--- src/rtl/div_pkg.sv ---
// Shared types and helpers for the sequential restoring divider.
// State encoding, state width and counter sizing.
package div_pkg;

    localparam int ST_W = 3;

    typedef enum logic [ST_W-1:0] {
        IDLE,
        LOAD,
        CALC,
        FIX,
        DONE
    } state_t;

    // Bits needed to count 0..n-1, never less than one.
    function automatic int clog2(input int n);
        int r;
        r = 0;
        for (int v = n - 1; v > 0; v = v >> 1) begin
            r++;
        end
        return (r < 1) ? 1 : r;
    endfunction

endpackage

--- src/rtl/div_step.sv ---
// One restoring division step: shift in a dividend bit, try subtract.
// Purely combinational; reused every CALC cycle.
module div_step #(
    parameter int WIDTH = 8
) (
    input  logic [WIDTH:0]   rem,
    input  logic [WIDTH-1:0] divisor,
    input  logic             dvd_bit,
    output logic [WIDTH:0]   rem_next,
    output logic             q_bit
);

    logic [WIDTH:0]   shifted;
    logic [WIDTH+1:0] trial;

    always_comb begin
        shifted  = {rem[WIDTH-1:0], dvd_bit};
        trial    = {1'b0, shifted} - {2'b00, divisor};
        q_bit    = ~trial[WIDTH+1];
        rem_next = q_bit ? trial[WIDTH:0] : shifted;
    end

endmodule

--- src/rtl/seq_divider_param.sv ---
// WIDTH-bit Start/Busy restoring divider, signed or unsigned per operation.
// Define DIV_ZERO_CHECK_EN to short-circuit zero divisors and raise DivZero.
module seq_divider_param
    import div_pkg::*;
#(
    parameter int WIDTH = 8
) (
    input  logic             clk,
    input  logic             rst,
    input  logic             Start,
    input  logic             Signed_Mode,
    input  logic [WIDTH-1:0] InA,
    input  logic [WIDTH-1:0] InB,
    output logic [WIDTH-1:0] Out_Q,
    output logic [WIDTH-1:0] Out_R,
    output logic             Busy,
    output logic             Done,
    output logic             DivZero
);

    localparam int CW = clog2(WIDTH);

    state_t           state, nxt;
    logic [WIDTH-1:0] a_reg, b_reg;
    logic [WIDTH-1:0] dvd, dvs;
    logic [WIDTH-1:0] q_reg, r_reg;
    logic [WIDTH:0]   rem, rem_nx;
    logic [CW-1:0]    cnt;
    logic             sm_reg, sq, sr;
    logic             q_bit, a_neg, b_neg, last;

    assign a_neg = sm_reg & a_reg[WIDTH-1];
    assign b_neg = sm_reg & b_reg[WIDTH-1];
    assign last  = (cnt == CW'(WIDTH - 1));

`ifdef DIV_ZERO_CHECK_EN
    logic b_zero;
    logic dz_reg;
    assign b_zero  = (b_reg == '0);
    assign DivZero = dz_reg;
`else
    assign DivZero = 1'b0;
`endif

    div_step #(.WIDTH(WIDTH)) u_step (
        .rem      (rem),
        .divisor  (dvs),
        .dvd_bit  (dvd[WIDTH-1]),
        .rem_next (rem_nx),
        .q_bit    (q_bit)
    );

    always_ff @(posedge clk or posedge rst) begin
        if (rst) state <= IDLE;
        else     state <= nxt;
    end

    always_comb begin
        nxt = state;
        unique case (state)
            IDLE: if (Start) nxt = LOAD;
`ifdef DIV_ZERO_CHECK_EN
            LOAD: nxt = b_zero ? DONE : CALC;
`else
            LOAD: nxt = CALC;
`endif
            CALC: if (last) nxt = FIX;
            FIX:  nxt = DONE;
            DONE: nxt = IDLE;
            default: nxt = IDLE;
        endcase
    end

    always_ff @(posedge clk or posedge rst) begin
        if (rst) begin
            a_reg  <= '0;
            b_reg  <= '0;
            sm_reg <= 1'b0;
            dvd    <= '0;
            dvs    <= '0;
            rem    <= '0;
            cnt    <= '0;
            sq     <= 1'b0;
            sr     <= 1'b0;
            q_reg  <= '0;
            r_reg  <= '0;
`ifdef DIV_ZERO_CHECK_EN
            dz_reg <= 1'b0;
`endif
        end else begin
            unique case (state)
                IDLE: begin
                    if (Start) begin
                        a_reg  <= InA;
                        b_reg  <= InB;
                        sm_reg <= Signed_Mode;
                    end
                end
                LOAD: begin
                    dvd <= a_neg ? -a_reg : a_reg;
                    dvs <= b_neg ? -b_reg : b_reg;
                    sq  <= a_neg ^ b_neg;
                    sr  <= a_neg;
                    rem <= '0;
                    cnt <= '0;
`ifdef DIV_ZERO_CHECK_EN
                    // Zero divisor skips CALC/FIX; raw dividend is the remainder.
                    if (b_zero) begin
                        q_reg  <= '1;
                        r_reg  <= a_reg;
                        dz_reg <= 1'b1;
                    end
`endif
                end
                CALC: begin
                    rem <= rem_nx;
                    dvd <= {dvd[WIDTH-2:0], q_bit};
                    cnt <= cnt + CW'(1);
                end
                FIX: begin
                    q_reg <= sq ? -dvd : dvd;
                    r_reg <= sr ? -rem[WIDTH-1:0] : rem[WIDTH-1:0];
`ifdef DIV_ZERO_CHECK_EN
                    dz_reg <= 1'b0;
`endif
                end
                default: ;
            endcase
        end
    end

    assign Out_Q = q_reg;
    assign Out_R = r_reg;
    assign Busy  = (state == LOAD) | (state == CALC) | (state == FIX);
    assign Done  = (state == DONE);

endmodule

--- config.mk ---
export PLATFORM = sky130hd
export DESIGN_NAME = seq_divider_param
export DESIGN_NICKNAME = d
export VERILOG_FILES = /design/src/rtl/div_pkg.sv /design/src/rtl/div_step.sv /design/src/rtl/seq_divider_param.sv
export SDC_FILE = /design/constraint.sdc
export NUM_CORES = 1
export LEC_CHECK = 0
export BUFFER_PORTS_ARGS = -buffer_cell sky130_fd_sc_hd__buf_4
export CELL_PAD_IN_SITES_DETAIL_PLACEMENT = 0
export CELL_PAD_IN_SITES_GLOBAL_PLACEMENT = 1
export CORE_MARGIN = 4
export CORE_UTILIZATION = 41
export CTS_CLUSTER_DIAMETER = 50
export DETAILED_ROUTE_END_ITERATION = 6
export PLACE_DENSITY = 0.84
export SYNTH_ARGS = -nofsm -noshare
export SYNTH_HDL_FRONTEND = slang
export SYNTH_SLANG_ARGS = --single-unit
--- constraint.sdc ---
create_clock -name clk -period 1.9 [get_ports clk]
set_clock_uncertainty 0.05 [all_clocks]
set_input_delay 0.38 -clock clk [delete_from_list [all_inputs] [get_ports clk]]
set_output_delay 0.38 -clock clk [all_outputs]
set_load 0.01 [all_outputs]
==> results.ini, run 1 <==
[run_status]
status = finished, final reports clean

[clock_tree]
clock_latency_ns = 0.34
h-tree-depth = 3
cts-hold-fix-buffers = 0
cts_tree = yes
cts-buffers-inserted = 9
cts_root_buf = clkbuf_8
cts_max_path_buffers = 2
clk_pin_slew_ns = 0.07
clkSinkCount = 65

[logic_synthesis]
synth_seq_cells = 65
synth-seq-area-share_pct = 46.8
syn_inst = 363
async_reset_ff_share_pct = 100
synth_area_per_cell_um2 = 9.57
synth_nets = 398
netlist-cell-type-count = 44
yosys_warnings = 0
netlist_area_um2 = 3470
synth_top_flop_cell = dfrtp_1
synth_edf_count = 0

[setup_path]
path_cells = ha_1 -> nand2b_1 -> a2111o_1 -> nand2_4 -> mux2i_1 -> a22o_1
cp.required_ns = 2.12
arrival_ns = 2.10
worstSetupPathType = reg -> reg
slowest_stage = a2111o_1
max_stage_delay_ns = 0.47
endpoint_kind = flip-flop
cp-start-kind = flip-flop
cp_max_fo = 5

[finish]
drive_gt1_share_pct = 27.1
fin_cells = 537
final_nets = 462
syn2layout_area_growth_pct = 27.0
n_antenna_cell = 0
fillers = 740

[timing]
period_share_pct = 99.2
hold_viol = 0
rsz0062_at_grt = yes
fin_crit_ns = 1.88
setup_viol = 0
hold_ws_ns = 0.0744
fmaxAchievable_mhz = 531
drv_slew = 0

[detailed_routing]
avgRoutedWirePerCell_um = 13.2
top_layer = met4
routed_wirelength_um = 7070
met2WireLength_um = 3220
dr_total_vias = 2722
drt-met1-wl_um = 3360
routed_via_density = 5.07
wl_met3_um = 394
drtIter0Drc = 151
ant_nets = 0
drcViolationCount = 0
firstDrtPassIters = 4

[power]
peakVddDrop_uv = 898
p_int_w = 0.00504
leakage_nw = 2.04
p_comb_share_pct = 53.7
swShare_pct = 39.8
switching_power_w = 0.00333
seqPwrFrac_pct = 31.1
power_density_nw_per_um2 = 1900
clkPwrFrac_pct = 15.1

[flow_run]
maxCapViolCount = 0

[floorplanning]
ios = 39
die_width_um = 100
die_h_um = 100
initial_core_util_pct = 42.3
die-area_um2 = 10000
coreArea_um2 = 8220
placementRows = 33

[placement]
dp.cells = 519
hpwl_um = 5270
io_buffers = 37
gp_congestion = 0.846

[global_routing]
overflow = 0
antenna_found_initial = 0
grt_pass1_wl_um = 12100
grt_usage_pct = 15.2
grt_max_degree = 66
first_global_vias = 2613

[worst_hold_path]
min_path_type = in -> async

==> cell usage after synthesis, types with 2 or more instances <==
| cell type | instances | area [um^2] |
|---|---|---|
| ha_1 | 14 | 175 |
| a22oi_1 | 4 | 30.0 |
| mux2_2 | 11 | 124 |
| o31ai_1 | 4 | 30.0 |
| dfrtp_1 | 65 | 1630 |
| o21ai_0 | 45 | 225 |
| nand2_1 | 55 | 206 |
| inv_1 | 24 | 90.1 |
| a22o_1 | 3 | 26.3 |
| nand3_1 | 9 | 45.0 |
| nor2_1 | 20 | 75.1 |
| o22ai_1 | 4 | 25.0 |
| a211oi_1 | 3 | 22.5 |
| xnor2_1 | 10 | 87.6 |
| clkbuf_1 | 11 | 41.3 |
| xor2_1 | 18 | 158 |
| mux2i_1 | 9 | 90.1 |
| buf_2 | 2 | 10.0 |
| a21oi_1 | 9 | 45.0 |
| nand4_1 | 3 | 18.8 |
| nor2b_1 | 2 | 12.5 |
| a31oi_1 | 2 | 12.5 |
| or2_2 | 3 | 18.8 |
| nor3_1 | 2 | 10.0 |
| a221oi_1 | 2 | 17.5 |
| a2bb2oi_1 | 3 | 26.3 |
| nand2b_1 | 5 | 31.3 |
| or3_1 | 5 | 31.3 |
==> final timing paths <==
kind | startpoint | endpoint | slack (ns) | cells after the start
max in group asynchronous | rst | state[1] | 1.43 | 3
worst min-delay path | rst | Out_Q[0] | 0.07 | 3
min in group clk | InA[0] | a_reg[0] | 0.20 | 3
worst max-delay path | rem[0] | rem[0] | 0.02 | 6
worst max register to register | rem[0] | rem[0] | 0.02 | 6
worst min register to register | dvs[5] | dvs[5] | 0.43 | 2
==> area by class of cell <==
class / count / area (um^2) / share of cell area [%]
clock inverters: 1 / 30.0 / 0.681
inverters: 24 / 93.8 / 2.13
well taps: 105 / 131 / 2.98
clock buffers: 15 / 196 / 4.45
repair buffers: 66 / 520 / 11.8
multi-input cells: 261 / 1810 / 41.1
flip-flops and latches: 65 / 1630 / 36.9
==> cells by family (layout without fill, tap and decap cells) <==
kind of cell,Yosys count,after routing,synth area share (%)
flip-flops,65,65,46.8
buffers and inverters,38,106,4.29
AND/OR/NAND/NOR,109,110,14.3
AO/OA/AOI/OAI,87,87,15.7
adder cells (fa/ha/maj),15,15,5.62
other,1,1,0.108
multiplexers,20,20,6.16
XOR/XNOR,28,28,7.06
==> power groups by stage <==
stage	registers (W)	clock network (W)	logic (W)
global route	0.00271	0.00137	0.00504
CTS	0.00260	0.00130	0.00429
floorplan	0.00255	0	0.00284
finish	0.00261	0.00126	0.00450
global placement	0.00259	0	0.00411
detailed placement	0.00261	0	0.00423
==> repair_timing <==
item                       in CTS  in global routing
resized for setup               4                 16
pin swaps                       2                 10
setup endpoints to repair       9                  9
hold endpoints to repair        0                  0
setup buffers                   0                  1
gates cloned                    0                  1
==> worst max-delay path: cells and delay by family, from the launching register on <==
family / cells / cell delay, ns
simple gates: 2 / 0.23
mux: 1 / 0.20
compound gates: 2 / 0.61
fa+ha+maj: 1 / 0.31
flops: 1 / 0.43
==> stage by stage <==
step / setup WS [ns] / setup TNS (ns) / utilization (%) / area, um^2 / total power (W)
after floorplan: 0.00977 / 0 / - / 3480 / 0.00539
after global placement: -0.00845 / -0.00845 / 49.6 / 4080 / 0.00670
after global routing: -0.0991 / -0.289 / 53.7 / 4410 / 0.00912
after detailed placement: -0.0728 / -0.357 / 49.6 / 4080 / 0.00685
final: 0.0157 / 0 / 53.7 / 4410 / 0.00837
after CTS: 0.00255 / 0 / 52.6 / 4330 / 0.00819
==> layout by cell type (no fill, tap or decap), types with 10 or more instances in the layout <==
cell type / n
nor2_1: 19
xnor2_1: 10
xor2_1: 18
inv_1: 21
nand2_1: 55
clkbuf_8: 14
o21ai_0: 43
mux2_2: 11
buf_4: 64
dfrtp_1: 64
==> metal layers <==
metal,global-route usage (%),up-vias
met5,0,-
met4,5.80,0
met3,4.45,8
met2,23.8,64
met1,20.1,1276
li1,-,1374
No activity file was read; power rests on OpenSTA's default activity.
==> run 2, diff against run 1 <==
MAX_ROUTING_LAYER = met4   (was unset)
==> run 2 against run 1 <==
  * Final cell count decreased by 0.56%
  * Critical path depth unchanged
  * Critical endpoint is now rem[4]
  * Total power decreased by 2.3%
  * First-iteration DRC count increased by 24%
==> results.ini, run 2 (synthesis gave the netlist of run 1 again) <==
[global_routing]
grt_pass1_wl_um = 12200
grt-busiest-layer = met2
first_global_vias = 2635
grtUsageMet2_pct = 24.2
use_met1_pct = 20.6
use_met3_pct = 3.61
antenna_found_initial = 0
grt_usage_pct = 15.6
overflow = 0
grt_max_degree = 66

[placement]
io_buffers = 37
hpwl_um = 5340
dp.cells = 519
gp_congestion = 0.852

[detailed_routing]
routed_via_density = 5.14
drcViolationCount = 0
dr_total_vias = 2747
ant_nets = 0
firstDrtPassIters = 4
avgRoutedWirePerCell_um = 13.4
routed_wirelength_um = 7170
drtIter0Drc = 187

[timing]
period_share_pct = 97.9
hold_ws_ns = 0.0845
drv_slew = 0
setup_viol = 0
hold_viol = 0
fmaxAchievable_mhz = 538
rsz0062_at_grt = yes
fin_crit_ns = 1.86

[setup_path]
cp_max_fo = 5
worstSetupPathType = reg -> reg
cp.required_ns = 2.07
slowest_stage = a2111o_1
arrival_ns = 2.03
path_cells = ha_4 -> nor2_1 -> a2111o_1 -> nand2_4 -> mux2i_1 -> o21ai_1
max_stage_delay_ns = 0.49
cp-start-kind = flip-flop
endpoint_kind = flip-flop

[clock_tree]
cts_max_path_buffers = 2
clkSinkCount = 65
cts_root_buf = clkbuf_8
clk_pin_slew_ns = 0.06
cts-buffers-inserted = 9
cts_tree = yes
clock_latency_ns = 0.33
h-tree-depth = 3

[floorplanning]
placementRows = 33
initial_core_util_pct = 42.3
coreArea_um2 = 8220
die_width_um = 100
ios = 39
die-area_um2 = 10000
die_h_um = 100

[finish]
final_nets = 462
final_cell_mix = 64 x buf_4, 63 x dfrtp_1, 55 x nand2_1, 42 x o21ai_0, 20 x nor2_1
layout_commonest_cell = buf_4
drive_gt1_share_pct = 27.3
syn2layout_area_growth_pct = 25.6
fin_util_pct = 53.1
fin_cells = 534
n_antenna_cell = 0

[power]
peakVddDrop_uv = 880
leakage_nw = 2.01
power_density_nw_per_um2 = 1870

[run_status]
status = finished, final reports clean

[worst_hold_path]
min_path_type = in -> async

[flow_run]
maxCapViolCount = 0

run 2: through the flow:
step	power (W)	worst slack [ns]	area [um^2]	TNS [ns]
after floorplan	0.00539	0.00977	3480	0
after global placement	0.00670	-0.00499	4080	-0.00499
after detailed placement	0.00687	-0.0614	4080	-0.265
after CTS	0.00791	0.00198	4260	0
after global routing	0.00891	-0.0721	4360	-0.144
final	0.00818	0.0408	4360	0
run 2: area by class of cell:
type | instances | area [um^2]
Timing Repair Buffer | 66 | 520
Clock inverter | 1 | 5.00
Inverter | 24 | 93.8
Multi-Input combinational cell | 261 | 1840
Fill cell | 752 | 3850
Tap cell | 105 | 131
Sequential cell | 65 | 1630
Clock buffer | 12 | 145
run 2: worst paths after layout:
path / cells past startpoint / start / slack [ns] / endpoint
worst min register to register: 2 / dvs[5] / 0.43 / dvs[5]
worst max-delay path: 6 / rem[1] / 0.04 / rem[4]
worst min-delay path: 3 / rst / 0.08 / Out_Q[0]
worst max register to register: 6 / rem[1] / 0.04 / rem[4]
max in group asynchronous: 3 / rst / 1.43 / state[1]
min in group clk: 3 / InA[0] / 0.20 / a_reg[0]
run 2: power by group:
group	switching (W)	internal, W	total, W	leakage (nW)
Combinational	0.00235	0.00228	0.00463	1.12
Sequential	0.000587	0.00203	0.00262	0.810
Clock	0.000446	0.000485	0.000931	0.0782
Total	0.00339	0.00479	0.00818	2.01
run 2: timing repair:
action                                  4_1_cts  5_1_grt
hold buffers                                  0        0
cloned                                        0        1
pin swaps                                     4        4
endpoints found under the setup margin        7       10
setup buffers                                 0        1
gates resized for setup                       6       20
run 2: routing by layer:
metal	up-vias	wire length [um]
met3	14	427
met4	0	107
met2	80	3350
met5	-	0
met1	1271	3280
li1	1382	-
run 2: worst max-delay path, delay by kind of cell (launching register included):
family          cells  cell delay [ns]
fa+ha+maj           1             0.28
flops               1             0.42
simple gates        2             0.20
mux                 1             0.22
compound gates      2             0.57
